File: config.mk
export PLATFORM = sky130hd
export DESIGN_NAME = pipe_hazard_ctrl
export DESIGN_NICKNAME = d
export VERILOG_FILES = /design/src/rtl/pipe_hazard_ctrl.sv
export SDC_FILE = /design/constraint.sdc
export NUM_CORES = 1
export LEC_CHECK = 0
export BUFFER_PORTS_ARGS = -buffer_cell sky130_fd_sc_hd__buf_2
export CORE_UTILIZATION = 30
export DETAILED_ROUTE_END_ITERATION = 12
export RECOVER_POWER = 50
export SYNTH_ARGS = -nofsm -noshare
export SYNTH_HDL_FRONTEND = slang
export SYNTH_SLANG_ARGS = --single-unit
File: constraint.sdc
create_clock -name clk -period 4.5 [get_ports clk]
set_input_delay 0.45 -clock clk [delete_from_list [all_inputs] [get_ports clk]]
set_output_delay 0.45 -clock clk [all_outputs]
set_load 0.05 [all_outputs]
File: src/rtl/pipe_hazard_ctrl.sv
// Pipeline hazard controller: operand forwarding, load-use and mult/div stalls,
// branch flush steering and a saturating stall-cycle counter.
module pipe_hazard_ctrl (
  input  logic        clk,
  input  logic        rst,
  input  logic [4:0]  ID_rs,
  input  logic [4:0]  ID_rt,
  input  logic        ID_use_rs,
  input  logic        ID_use_rt,
  input  logic        ID_md_start,
  input  logic        ID_md_div,
  input  logic        ID_hilo_rd,
  input  logic [4:0]  EXE_TargetReg,
  input  logic        EXE_RegWrite,
  input  logic        EXE_M2Reg,
  input  logic [4:0]  MEM_TargetReg,
  input  logic        MEM_RegWrite,
  input  logic        MEM_M2Reg,
  input  logic        EXE_flush,
  output logic        pc_wen,
  output logic        ifid_wen,
  output logic        ifid_flush,
  output logic        de_bubble,
  output logic [1:0]  fwd_a,
  output logic [1:0]  fwd_b,
  output logic        md_busy,
  output logic        md_done,
  output logic [15:0] stall_cycles
);

  localparam int unsigned CNT_W     = 6;
  localparam int unsigned STALL_W   = 16;
  localparam logic [CNT_W-1:0] DIV_CYCLES  = CNT_W'(32);
  localparam logic [CNT_W-1:0] MULT_CYCLES = CNT_W'(4);

  typedef enum logic {IDLE, BUSY} md_state_t;

  md_state_t           state, state_next;
  logic [CNT_W-1:0]    cnt, cnt_next;
  logic                md_done_next;
  logic [STALL_W-1:0]  stall_cycles_next;

  logic act_rs, act_rt, load_use, md_stall, stall;

  // Operand source select; the EXE ALU result wins over anything in MEM.
  function automatic logic [1:0] fwd_sel(input logic       act,
                                         input logic [4:0] src,
                                         input logic       exe_wr,
                                         input logic       exe_ld,
                                         input logic [4:0] exe_tgt,
                                         input logic       mem_wr,
                                         input logic       mem_ld,
                                         input logic [4:0] mem_tgt);
    logic [1:0] sel;
    sel = 2'b00;
    if (act && exe_wr && !exe_ld && exe_tgt == src)
      sel = 2'b01;
    else if (act && mem_wr && mem_tgt == src)
      sel = mem_ld ? 2'b11 : 2'b10;
    return sel;
  endfunction

  always_comb begin
    act_rs   = ID_use_rs && (ID_rs != 5'd0);
    act_rt   = ID_use_rt && (ID_rt != 5'd0);
    load_use = EXE_RegWrite && EXE_M2Reg &&
               ((act_rs && EXE_TargetReg == ID_rs) || (act_rt && EXE_TargetReg == ID_rt));
    md_busy  = (state == BUSY);
    md_stall = md_busy && (ID_md_start || ID_hilo_rd);
    stall    = (load_use || md_stall) && !EXE_flush;
    fwd_a    = fwd_sel(act_rs, ID_rs, EXE_RegWrite, EXE_M2Reg, EXE_TargetReg,
                       MEM_RegWrite, MEM_M2Reg, MEM_TargetReg);
    fwd_b    = fwd_sel(act_rt, ID_rt, EXE_RegWrite, EXE_M2Reg, EXE_TargetReg,
                       MEM_RegWrite, MEM_M2Reg, MEM_TargetReg);
  end

  // Pipeline register control; a flush overrides any stall.
  always_comb begin
    pc_wen     = 1'b1;
    ifid_wen   = 1'b1;
    ifid_flush = 1'b0;
    de_bubble  = 1'b0;
    if (EXE_flush) begin
      ifid_flush = 1'b1;
      de_bubble  = 1'b1;
    end else if (stall) begin
      pc_wen    = 1'b0;
      ifid_wen  = 1'b0;
      de_bubble = 1'b1;
    end
  end

  always_comb begin
    state_next        = state;
    cnt_next          = cnt;
    md_done_next      = 1'b0;
    stall_cycles_next = stall_cycles;
    case (state)
      IDLE: begin
        if (ID_md_start && !stall && !EXE_flush) begin
          state_next = BUSY;
          cnt_next   = ID_md_div ? DIV_CYCLES : MULT_CYCLES;
        end
      end
      BUSY: begin
        // A flush does not stop an in-flight operation.
        if (cnt == CNT_W'(1)) begin
          state_next   = IDLE;
          cnt_next     = '0;
          md_done_next = 1'b1;
        end else begin
          cnt_next = cnt - CNT_W'(1);
        end
      end
      default: begin
        state_next = IDLE;
        cnt_next   = '0;
      end
    endcase
    if (stall && stall_cycles != {STALL_W{1'b1}})
      stall_cycles_next = stall_cycles + STALL_W'(1);
  end

  always_ff @(posedge clk) begin
    if (rst) begin
      state        <= IDLE;
      cnt          <= '0;
      md_done      <= 1'b0;
      stall_cycles <= '0;
    end else begin
      state        <= state_next;
      cnt          <= cnt_next;
      md_done      <= md_done_next;
      stall_cycles <= stall_cycles_next;
    end
  end

endmodule
Word-level counts from Yosys, hierarchy flattened. Index checks and enable logic that the tools add are counted.

Register bits: 24. Bits of input ports: 32. Output and inout bits: 26. Word-level logic and storage cells: 62.

Add/sub/neg operators: 2. Eq/ne operators: 7. Mux-type cells: 18. Bitwise gates (word level): 1. Reductions and logical operators: 30.

Operator list (count): logical AND 1 bit (21); equality test 5 bit (4); 2-to-1 mux 6 bit (3); adder 16 x 1 -> 16 bit, second input constant (1); inequality test 16 bit, second input constant (1); one-hot mux 6 bit (2 select lines) (1); nonzero test 5 bit (2); 2-to-1 mux 1 bit (9); 2-to-1 mux 2 bit (4); equality test 6 x 1 -> 1 bit, second input constant (1); subtractor 6 x 1 -> 6 bit, second input constant (1); zero test 1 bit (3); logical OR 1 bit (3); inequality test 2 bit, second input constant (1); one-hot mux 1 bit (2 select lines) (1); OR reduction 2 bit (1); NOT 1 bit (1).

Logic depth before layout (Yosys ltp). Gate-level depths: netlist of run 1.

Depth in word-level cells: 12. Mapped depth: 9. Gate-level depth less buffers: 7.

Worst setup path after synthesis of run 1. Ideal clock, no wire load.

Kind: in2out. Start: in ID_rs[1]. End: out fwd_a[1]. Arrival: 2.522 ns. Setup slack: 1.528 ns. Stages on the path: 5. Buffers on the path: 0. Path through: or4_1 -> o21ai_2 -> nor4_2 -> and3b_1 -> nor3_1.

Word-level cells in the longest chain between the ends: 6.

Ends and longest elaborated chain: from (decl) (RTL line 6) `input logic [4:0] ID_rs,`; nonzero test 5 bit (RTL line 64) `act_rs = ID_use_rs && (ID_rs != 5'd0);`; logical AND 1 bit (RTL line 64); logical AND 1 bit, on equally long branches (2 in a row) (RTL line 58, 56); 2-to-1 mux 2 bit / logical AND 1 bit (equally long branches) (RTL line 58, 56); 2-to-1 mux 2 bit (*) (RTL line 56) `if (act && exe_wr && !exe_ld && exe_tgt == src)`; to (decl) (RTL line 24) `output logic [1:0] fwd_a,`.

Mark *: on every way between the ends. The rest lies on a longest branch, timed or not.

Final worst setup path of run 1.
Start: in ID_rs[1]. End: out de_bubble.

Word-level cells in the longest chain between the ends: 9.

Ends and longest elaborated chain: nonzero test 5 bit (RTL line 64); logical AND 1 bit (RTL line 64); logical AND 1 bit (*) (RTL line 67) `((act_rs && EXE_TargetReg == ID_rs) || (act_rt && EXE_TargetReg == ID_rt));`; logical OR 1 bit (*) (RTL line 67); logical AND 1 bit (*) (RTL line 66) `load_use = EXE_RegWrite && EXE_M2Reg &&`; logical OR 1 bit (*) (RTL line 70) `stall = (load_use || md_stall) && !EXE_flush;`; logical AND 1 bit (*) (RTL line 70); 2-to-1 mux 1 bit (*) (RTL line 86) `end else if (stall) begin`; 2-to-1 mux 1 bit (*) (RTL line 83) `if (EXE_flush) begin`; to (decl) (RTL line 23) `output logic de_bubble,`.

Marks and branches as above.

==> results.yml, run 1 <==
sta:
  slew_headroom: 0.390
  tightestPinTransition_ns: 0.915
  drv_slew: 0
  hold_viol_final: 0
  post-route-min-period_ns: 2.93
  rsz0062_at_grt: "no"
  finalSetupTns_ns: 0
  holdWs_ns: 0.484
  post-route-period-util: 0.651
  timing.fmax_mhz: 341
  worst_slack_ns: 1.57
  skew_ns: 0.00537
  finalSetupViolations: 0
clock_tree:
  clk_transition_reported_paths_ns: 0.09
  cts.repair.resized: 0
  cts_buffers: 3
  cts_num_sinks: 24
  cts-root-buf: "clkbuf_8"
  cts_setup_buffers: 0
  cts.path.max_buffers: 2
  holdBufCountCts: 0
  clk_latency_ns: 0.26
  htreeDepth: 1
  cts_tree: "built"
final_layout:
  fill_cells: 554
  multiInputGateArea_um2: 1060
  final_cell_count_no_fill: 325
  num_antenna_cells: 0
  area_growth_pct: 20.7
  layout_common_cells: "buf_2 (37), dfxtp_1 (24), clkbuf_1 (20)"
  register_area_um2: 480
  layout_commonest_cell: "buf_2"
  nNetsFinal: 291
  drive_gt1_frac: 0.184
setup_path:
  arrival_ns: 2.48
  worstPathRequired_ns: 4.05
  start_kind: "input port"
  end_kind: "output port"
  path_max_fanout: 4
  worstSetupPathType: "in2out"
floorplanning:
  ios: 58
  die_w_um: 75.7
  die-area_um2: 5730
  die_y_um: 75.7
  rows: 26
  core_um2: 5170
  start_util: 0.315
place:
  gp_congestion: 0.782
  io_buffers: 57
  dpl.hpwl_um: 3100
  pre_cts_slack_ns: 1.76
  placed_cells: 321
detailed_routing:
  viasPerCell: 5.01
  antenna_left: 0
  first_pass_iters: 4
  drc: 0
  drt_iter0_drc: 74
  routed_wl_um: 3940
  wl_per_cell_um: 12.1
  vias: 1628
synthesis:
  synth_edf_count: 0
  synth-main-ff-cell: "dfxtp_1"
  synth.ff_latch_count: 24
  synth_area_per_cell_um2: 8.06
  netlist_instances: 202
  syn_area_um2: 1630
  synth_cell_types: 46
  syn_nets: 237
  synth_warnings: 0
  seq_area_frac_synth: 0.295
  async_flop_share: 0
power:
  ir_worst_vdd_uv: 118
  cellPowerDensity_nw_per_um2: 249
  p_leak_uw: 0.000756
global_route:
  grt_max_degree: 29
  grt_usage: 0.138
  grt_pass1_wl_um: 6160
  grt_overflow: 0
  first_global_vias: 1401
  antenna_found_initial: 0
run_status:
  status: "finished, final reports clean"
min_path:
  holdCritPathClass: "reg2reg"
job:
  maxCapViolCount: 0
==> area by class of cell <==
class / count / area share
timing repair buffer: 57 / 0.132
inverter: 6 / 0.0115
tap: 70 / 0.0446
sequential: 24 / 0.244
clock buffer: 4 / 0.0280
multi-input combinational: 164 / 0.539
==> worst max-delay path: stages <==
cell and delay [ns]:
clkbuf_1 0.11, or4_1 0.53, o21ai_0 0.30, nor4_1 0.19
o21bai_1 0.24, nand2_1 0.14, or2_2 0.31, buf_2 0.21
==> through the flow <==
step | total power (µW) | instance area [µm²] | utilization
after floorplan | 314 | 1630 | -
after global placement | 348 | 1950 | 0.376
after detailed placement | 350 | 1950 | 0.376
after CTS | 495 | 2000 | 0.387
after global routing | 512 | 1970 | 0.380
final | 489 | 1970 | 0.380
==> layer usage <==
| layer | global-route usage | wire, µm |
|---|---|---|
| met5 | 0 | 0 |
| met1 | 0.176 | 1920 |
| met3 | 0.0198 | 163 |
| met2 | 0.244 | 1840 |
| met4 | 0.0370 | 21 |
==> cell usage after synthesis (all sizes together) (4+ instances only) <==
library cell,n,area (µm²)
dfxtp,24,480
a21oi,17,85.1
nor2,15,56.3
nand2,14,52.6
o21ai,14,73.8
xor2,14,123
or3,11,68.8
xnor2,9,78.8
nand3,8,40.0
inv,6,22.5
nor3,6,30.0
buf,5,45.0
nand4,5,31.3
nand2b,4,25.0
nor4,4,37.5
==> registers in the layout, summed over array words and instances (netlist names) <==
name / count
md_busy: 1
md_done: 1
stall_cycles: 16
cnt: 6
==> worst paths after layout <==
kind,startpoint,to,slack (ns),cells past startpoint
setup / recovery,ID_rs[1],de_bubble,1.57,8
hold / removal,cnt[1]$_SDFFE_PP0P_,cnt[1]$_SDFFE_PP0P_,0.48,2
setup reg to reg,md_busy$_SDFF_PP0_,stall_cycles[15]$_SDFFE_PP0P_,2.08,6
hold reg to reg,cnt[1]$_SDFFE_PP0P_,cnt[1]$_SDFFE_PP0P_,0.48,2
==> kinds of logic after synthesis <==
family          after synthesis  share of synthesized area
xor+xnor                     23                      0.124
flops                        24                      0.295
mux                           4                     0.0269
simple gates                 86                      0.297
buf+inv                      14                     0.0484
fa+ha+maj                     3                     0.0230
compound gates               48                      0.186
==> power breakdown <==
group / internal (µW) / switching, µW / leakage, µW / total (µW)
Clock: 78.0 / 68.3 / 0.0000288 / 146
Sequential: 220 / 10.4 / 0.000194 / 230
Combinational: 45.9 / 66.6 / 0.000533 / 112
Total: 344 / 145 / 0.000756 / 489
(Power assumes the default switching activity.)
==> run 2: changes to the inputs <==
==> constraint.sdc (replaced) <==
create_clock -name clk -period 2.6 [get_ports clk]
set_input_delay 0.26 -clock clk [delete_from_list [all_inputs] [get_ports clk]]
set_output_delay 0.26 -clock clk [all_outputs]
set_load 0.05 [all_outputs]
==> run 2 against run 1 <==
Against the previous run:
- final area up 2.2%
- die area unchanged
- setup slack worse by 1.4 ns
- sequential power up 72%
- register-to-register slack worse by 1.6 ns
- global-route usage up 0.54 points
- hold slack worse by 0.10 ns
- utilization up 0.82 points
- cell count up 0.92%
- first-iteration DRC count up 16%
- sequential share of layout area down 0.52 points
- largest power group unchanged
==> results.yml, run 2 (synthesis gave the netlist of run 1 again) <==
power:
  power.share.sequential: 0.426
  power_frac_comb: 0.220
  p_leak_uw: 0.000778
  sw_frac_of_total: 0.279
  ir_worst_vdd_uv: 203
  cellPowerDensity_nw_per_um2: 462
  cellInternalPower_uw: 669
  clkPwrFrac: 0.355
  switchingPower_uw: 259
global_route:
  grt_pass1_wl_um: 6290
  antenna_found_initial: 0
  grt_max_degree: 26
  grt_overflow: 0
  first_global_vias: 1387
  grt_usage: 0.144
final_layout:
  layout_commonest_cell: "buf_2"
  nNetsFinal: 294
  num_antenna_cells: 0
  reg_top3: "stall_cycles (16), cnt (6)"
  layout_common_cells: "buf_2 (37), dfxtp_1 (24), clkbuf_1 (20)"
  fill_cells: 548
  register_area_um2: 480
  fin_util: 0.388
  drive_gt1_frac: 0.198
  multiInputGateArea_um2: 1060
  final_cell_count_no_fill: 328
  area_growth_pct: 23.3
  largest_register_ffs: 16
  regMostFlops: "stall_cycles"
detailed_routing:
  vias: 1619
  viasPerCell: 4.94
  drt_iter0_drc: 86
  drc: 0
  first_pass_iters: 4
  routed_wl_um: 3910
  wl_per_cell_um: 11.9
  antenna_left: 0
sta:
  rsz0062_at_grt: "no"
  worst_slack_ns: 0.209
  drv_slew: 0
  finalSetupTns_ns: 0
  post-route-min-period_ns: 2.39
  slew_headroom: 0.476
  tightestPinTransition_ns: 0.779
  finalSetupViolations: 0
  skew_ns: 0.00499
  holdWs_ns: 0.384
  hold_viol_final: 0
  post-route-period-util: 0.920
  timing.fmax_mhz: 418
floorplanning:
  ios: 58
  die_y_um: 75.7
  start_util: 0.315
  die-area_um2: 5730
  core_um2: 5170
  die_w_um: 75.7
  rows: 26
min_path:
  holdCritPathClass: "in2reg"
place:
  gp_congestion: 0.805
  dpl.hpwl_um: 3080
  placed_cells: 324
  pre_cts_slack_ns: 0.238
  io_buffers: 57
setup_path:
  end_kind: "output port"
  path_max_fanout: 4
  worstSetupPathType: "in2out"
  arrival_ns: 2.13
  worstPathRequired_ns: 2.34
  start_kind: "input port"
clock_tree:
  cts_tree: "built"
  cts.path.max_buffers: 2
  cts_buffers: 3
  holdBufCountCts: 0
  cts.repair.resized: 0
  clk_transition_reported_paths_ns: 0.08
  clk_latency_ns: 0.27
  cts_setup_buffers: 0
  cts_num_sinks: 24
  cts-root-buf: "clkbuf_8"
  htreeDepth: 1
run_status:
  status: "finished, final reports clean"
job:
  maxCapViolCount: 0
run 2: changes by cell type in the layout (fill, tap and decap cells not counted), sizes merged:
cell,delta
buf,+3
clkbuf,-1
bufinv,+1
run 2: worst paths after layout:
path                                              startpoint                      endpoint  slack [ns]  cells after the start
worst max-delay path                                ID_rs[1]                     de_bubble        0.21                      8
worst min-delay path                             ID_md_start            md_busy$_SDFF_PP0_        0.38                      3
worst max register to register  stall_cycles[4]$_SDFFE_PP0P_  stall_cycles[7]$_SDFFE_PP0P_        0.45                      7
worst min register to register           cnt[1]$_SDFFE_PP0P_           cnt[1]$_SDFFE_PP0P_        0.48                      2
run 2: worst max-delay path, stage by stage:
cell and delay, ns:
buf_2 0.12, or4_1 0.55, o21ai_2 0.17, nor4_1 0.13, o21bai_1 0.23, nand2_1 0.15
or2_2 0.31, buf_2 0.21
run 2: metal layers:
metal | share of wire | global-route usage | up-vias
li1 | - | - | 848
met1 | 0.50 | 0.199 | 727
met2 | 0.45 | 0.234 | 42
met3 | 0.040 | 0.0132 | 2
met4 | 0.0087 | 0.0494 | 0
met5 | 0 | 0 | -
run 2: layout make-up:
cell class,count,area share
clock buffers,3,0.0206
clock inverters,1,0.0150
inverters,6,0.0112
multi-input cells,164,0.530
flip-flops and latches,24,0.239
well taps,70,0.0436
repair buffers,60,0.141
run 2: through the flow:
stage / total power, µW / area [µm²]
6_report: 927 / 2010
5_1_grt: 974 / 2010
4_1_cts: 943 / 2040
3_5_place_dp: 609 / 1970
3_3_place_gp: 608 / 1970
2_1_floorplan: 543 / 1630
run 2: power by group through the flow:
stage	sequential (µW)	combinational, µW	clock (µW)
finish	395	204	329
global route	397	228	349
CTS	395	207	341
detailed placement	403	206	0
global placement	403	205	0
floorplan	408	135	0
==> run 3: changes to the inputs <==
--- a/config.mk
+++ b/config.mk
@@ -6,9 +6,9 @@
 export NUM_CORES = 1
 export LEC_CHECK = 0
 export BUFFER_PORTS_ARGS = -buffer_cell sky130_fd_sc_hd__buf_2
-export CORE_UTILIZATION = 30
+export CORE_UTILIZATION = 45
 export DETAILED_ROUTE_END_ITERATION = 12
-export RECOVER_POWER = 50
+export PLACE_DENSITY = 0.76
 export SYNTH_ARGS = -nofsm -noshare
 export SYNTH_HDL_FRONTEND = slang
 export SYNTH_SLANG_ARGS = --single-unit
==> constraint.sdc (replaced) <==
create_clock -name clk -period 2.1 [get_ports clk]
set_input_delay 0.21 -clock clk [delete_from_list [all_inputs] [get_ports clk]]
set_output_delay 0.21 -clock clk [all_outputs]
set_load 0.05 [all_outputs]
==> run 3 against run 2 <==
Against the previous run:
- power grew 4.1%
- non-clock buffer count is 18 higher
- cell count decreased by 2.1%
- highest routed layer unchanged
- combinational power increased by 38%
- global-route usage rose by 5.6 points
- clock-buffer cell count is the same
==> results.yml, run 3 (synthesis gave the netlist of run 1 again) <==
global_route:
  grt_pass1_wl_um: 6410
  use_met3: 0.0257
  grt_max_degree: 26
  busiest_layer: "met2"
  use_met1: 0.244
  antenna_found_initial: 0
  use_met2: 0.363
  first_global_vias: 1554
  grt_overflow: 0
  grt_usage: 0.199
power:
  cellInternalPower_uw: 663
  power_frac_comb: 0.291
  sw_frac_of_total: 0.313
  ir_worst_vdd_uv: 158
  cellPowerDensity_nw_per_um2: 451
  clkPwrFrac: 0.203
  p_leak_uw: 0.000946
  switchingPower_uw: 302
  power.share.sequential: 0.506
setup_path:
  reg2reg_depth: 7
  crit_start: "ID_rs[1]"
  worstPathRequired_ns: 1.89
  r2r-end: "stall_cycles[15]$_SDFFE_PP0P_"
  end_kind: "output port"
  regToRegSetupSlack_ns: 0.15
  worstSetupPathType: "in2out"
  arrival_ns: 1.86
  r2r-start: "stall_cycles[4]$_SDFFE_PP0P_"
  start_kind: "input port"
  path_max_fanout: 4
sta:
  rsz0062_at_grt: "yes"
  post-route-period-util: 0.985
  hold_viol_final: 0
  drv_slew: 0
  holdWs_ns: 0.246
  post-route-min-period_ns: 2.07
  finalSetupViolations: 0
  tightestPinTransition_ns: 0.491
  timing.fmax_mhz: 483
  slew_headroom: 0.670
  finalSetupTns_ns: 0
  skew_ns: 0.00183
clock_tree:
  holdBufCountCts: 0
  htreeDepth: 1
  cts.path.max_buffers: 2
  clk_latency_ns: 0.31
  clk_transition_reported_paths_ns: 0.12
  cts_num_sinks: 24
  cts_tree: "built"
  cts-root-buf: "clkbuf_4"
  cts_buffers: 3
final_layout:
  drive_gt1_frac: 0.364
  num_antenna_cells: 0
  nNetsFinal: 312
  reg_top3: "stall_cycles (16), cnt (6)"
  final_cell_count_no_fill: 321
  fill_cells: 321
  largest_register_ffs: 16
  layout_common_cells: "buf_2 (54), buf_4 (21), a21oi_1 (17), dfxtp_1 (17)"
  fin_area_um2: 2140
  register_area_um2: 489
  area_growth_pct: 31.4
  layout_commonest_cell: "buf_2"
  multiInputGateArea_um2: 1090
  regMostFlops: "stall_cycles"
detailed_routing:
  routed_wl_um: 3830
  vias: 1707
  viasPerCell: 5.32
  wl_per_cell_um: 11.9
  antenna_left: 0
  drc: 0
  first_pass_iters: 4
  drt_iter0_drc: 72
min_path:
  worstHoldPathCells: 3
  min_from: "ID_md_start"
  holdCritPathClass: "in2reg"
  holdPathEnd: "md_busy$_SDFF_PP0_"
floorplanning:
  die_w_um: 62.2
  ios: 58
  die_y_um: 62.2
  core_um2: 3390
  start_util: 0.481
  die-area_um2: 3860
  rows: 21
place:
  io_buffers: 57
  gp_congestion: 0.799
  place_area_um2: 2070
  placed_cells: 316
  dpl.hpwl_um: 3020
run_status:
  status: "finished, final reports clean"
job:
  maxCapViolCount: 0
[run 3: what timing repair did]
item	4_1_cts	5_1_grt
gates resized for setup	0	11
pin swaps	1	2
setup buffers	1	1
endpoints found under the setup margin	3	12
gates cloned	0	0
[run 3: critical path, cell delays in order]
cell,delay [ns]
buf_2,0.12
or4_1,0.54
o21ai_2,0.18
nor4_2,0.10
o21bai_1,0.18
nand2_1,0.09
or2_2,0.29
buf_6,0.16
[run 3: metrics by stage]
stage          setup slack (ns)  total power [µW]   util
2_1_floorplan           0.00467               674      -
3_3_place_gp            -0.0419               765  0.612
3_5_place_dp             -0.153               770  0.612
4_1_cts                 0.00648               970  0.621
5_1_grt                 -0.0382              1020  0.632
6_report                 0.0308               965  0.632
[run 3: power by group through the flow]
| stage | Clock, µW | Combinational [µW] | Sequential (µW) |
|---|---|---|---|
| finish | 196 | 281 | 489 |
| CTS | 209 | 272 | 489 |
| floorplan | 0 | 168 | 506 |
| global placement | 0 | 266 | 499 |
| detailed placement | 0 | 271 | 499 |
| global route | 225 | 307 | 492 |
[run 3: routing by layer]
metal	part of all wire	up-vias
met1	0.47	779
li1	-	883
met3	0.031	6
met4	0.012	0
met5	0	-
met2	0.49	39
[run 3: worst max-delay path by stage]
stage | end | cells past startpoint
2_1_floorplan | fwd_a[1] | 5
3_3_place_gp | stall_cycles[12]$_SDFFE_PP0P_ | 7
3_5_place_dp | stall_cycles[12]$_SDFFE_PP0P_ | 7
4_1_cts | de_bubble | 8
5_1_grt | de_bubble | 8
6_report | de_bubble | 8
[run 3: layout make-up]
| class | instances | area share |
|---|---|---|
| Multi-Input combinational cell | 164 | 0.508 |
| Sequential cell | 24 | 0.229 |
| Timing Repair Buffer | 78 | 0.216 |
| Tap cell | 46 | 0.0269 |
| Clock buffer | 3 | 0.0105 |
| Inverter | 6 | 0.0105 |
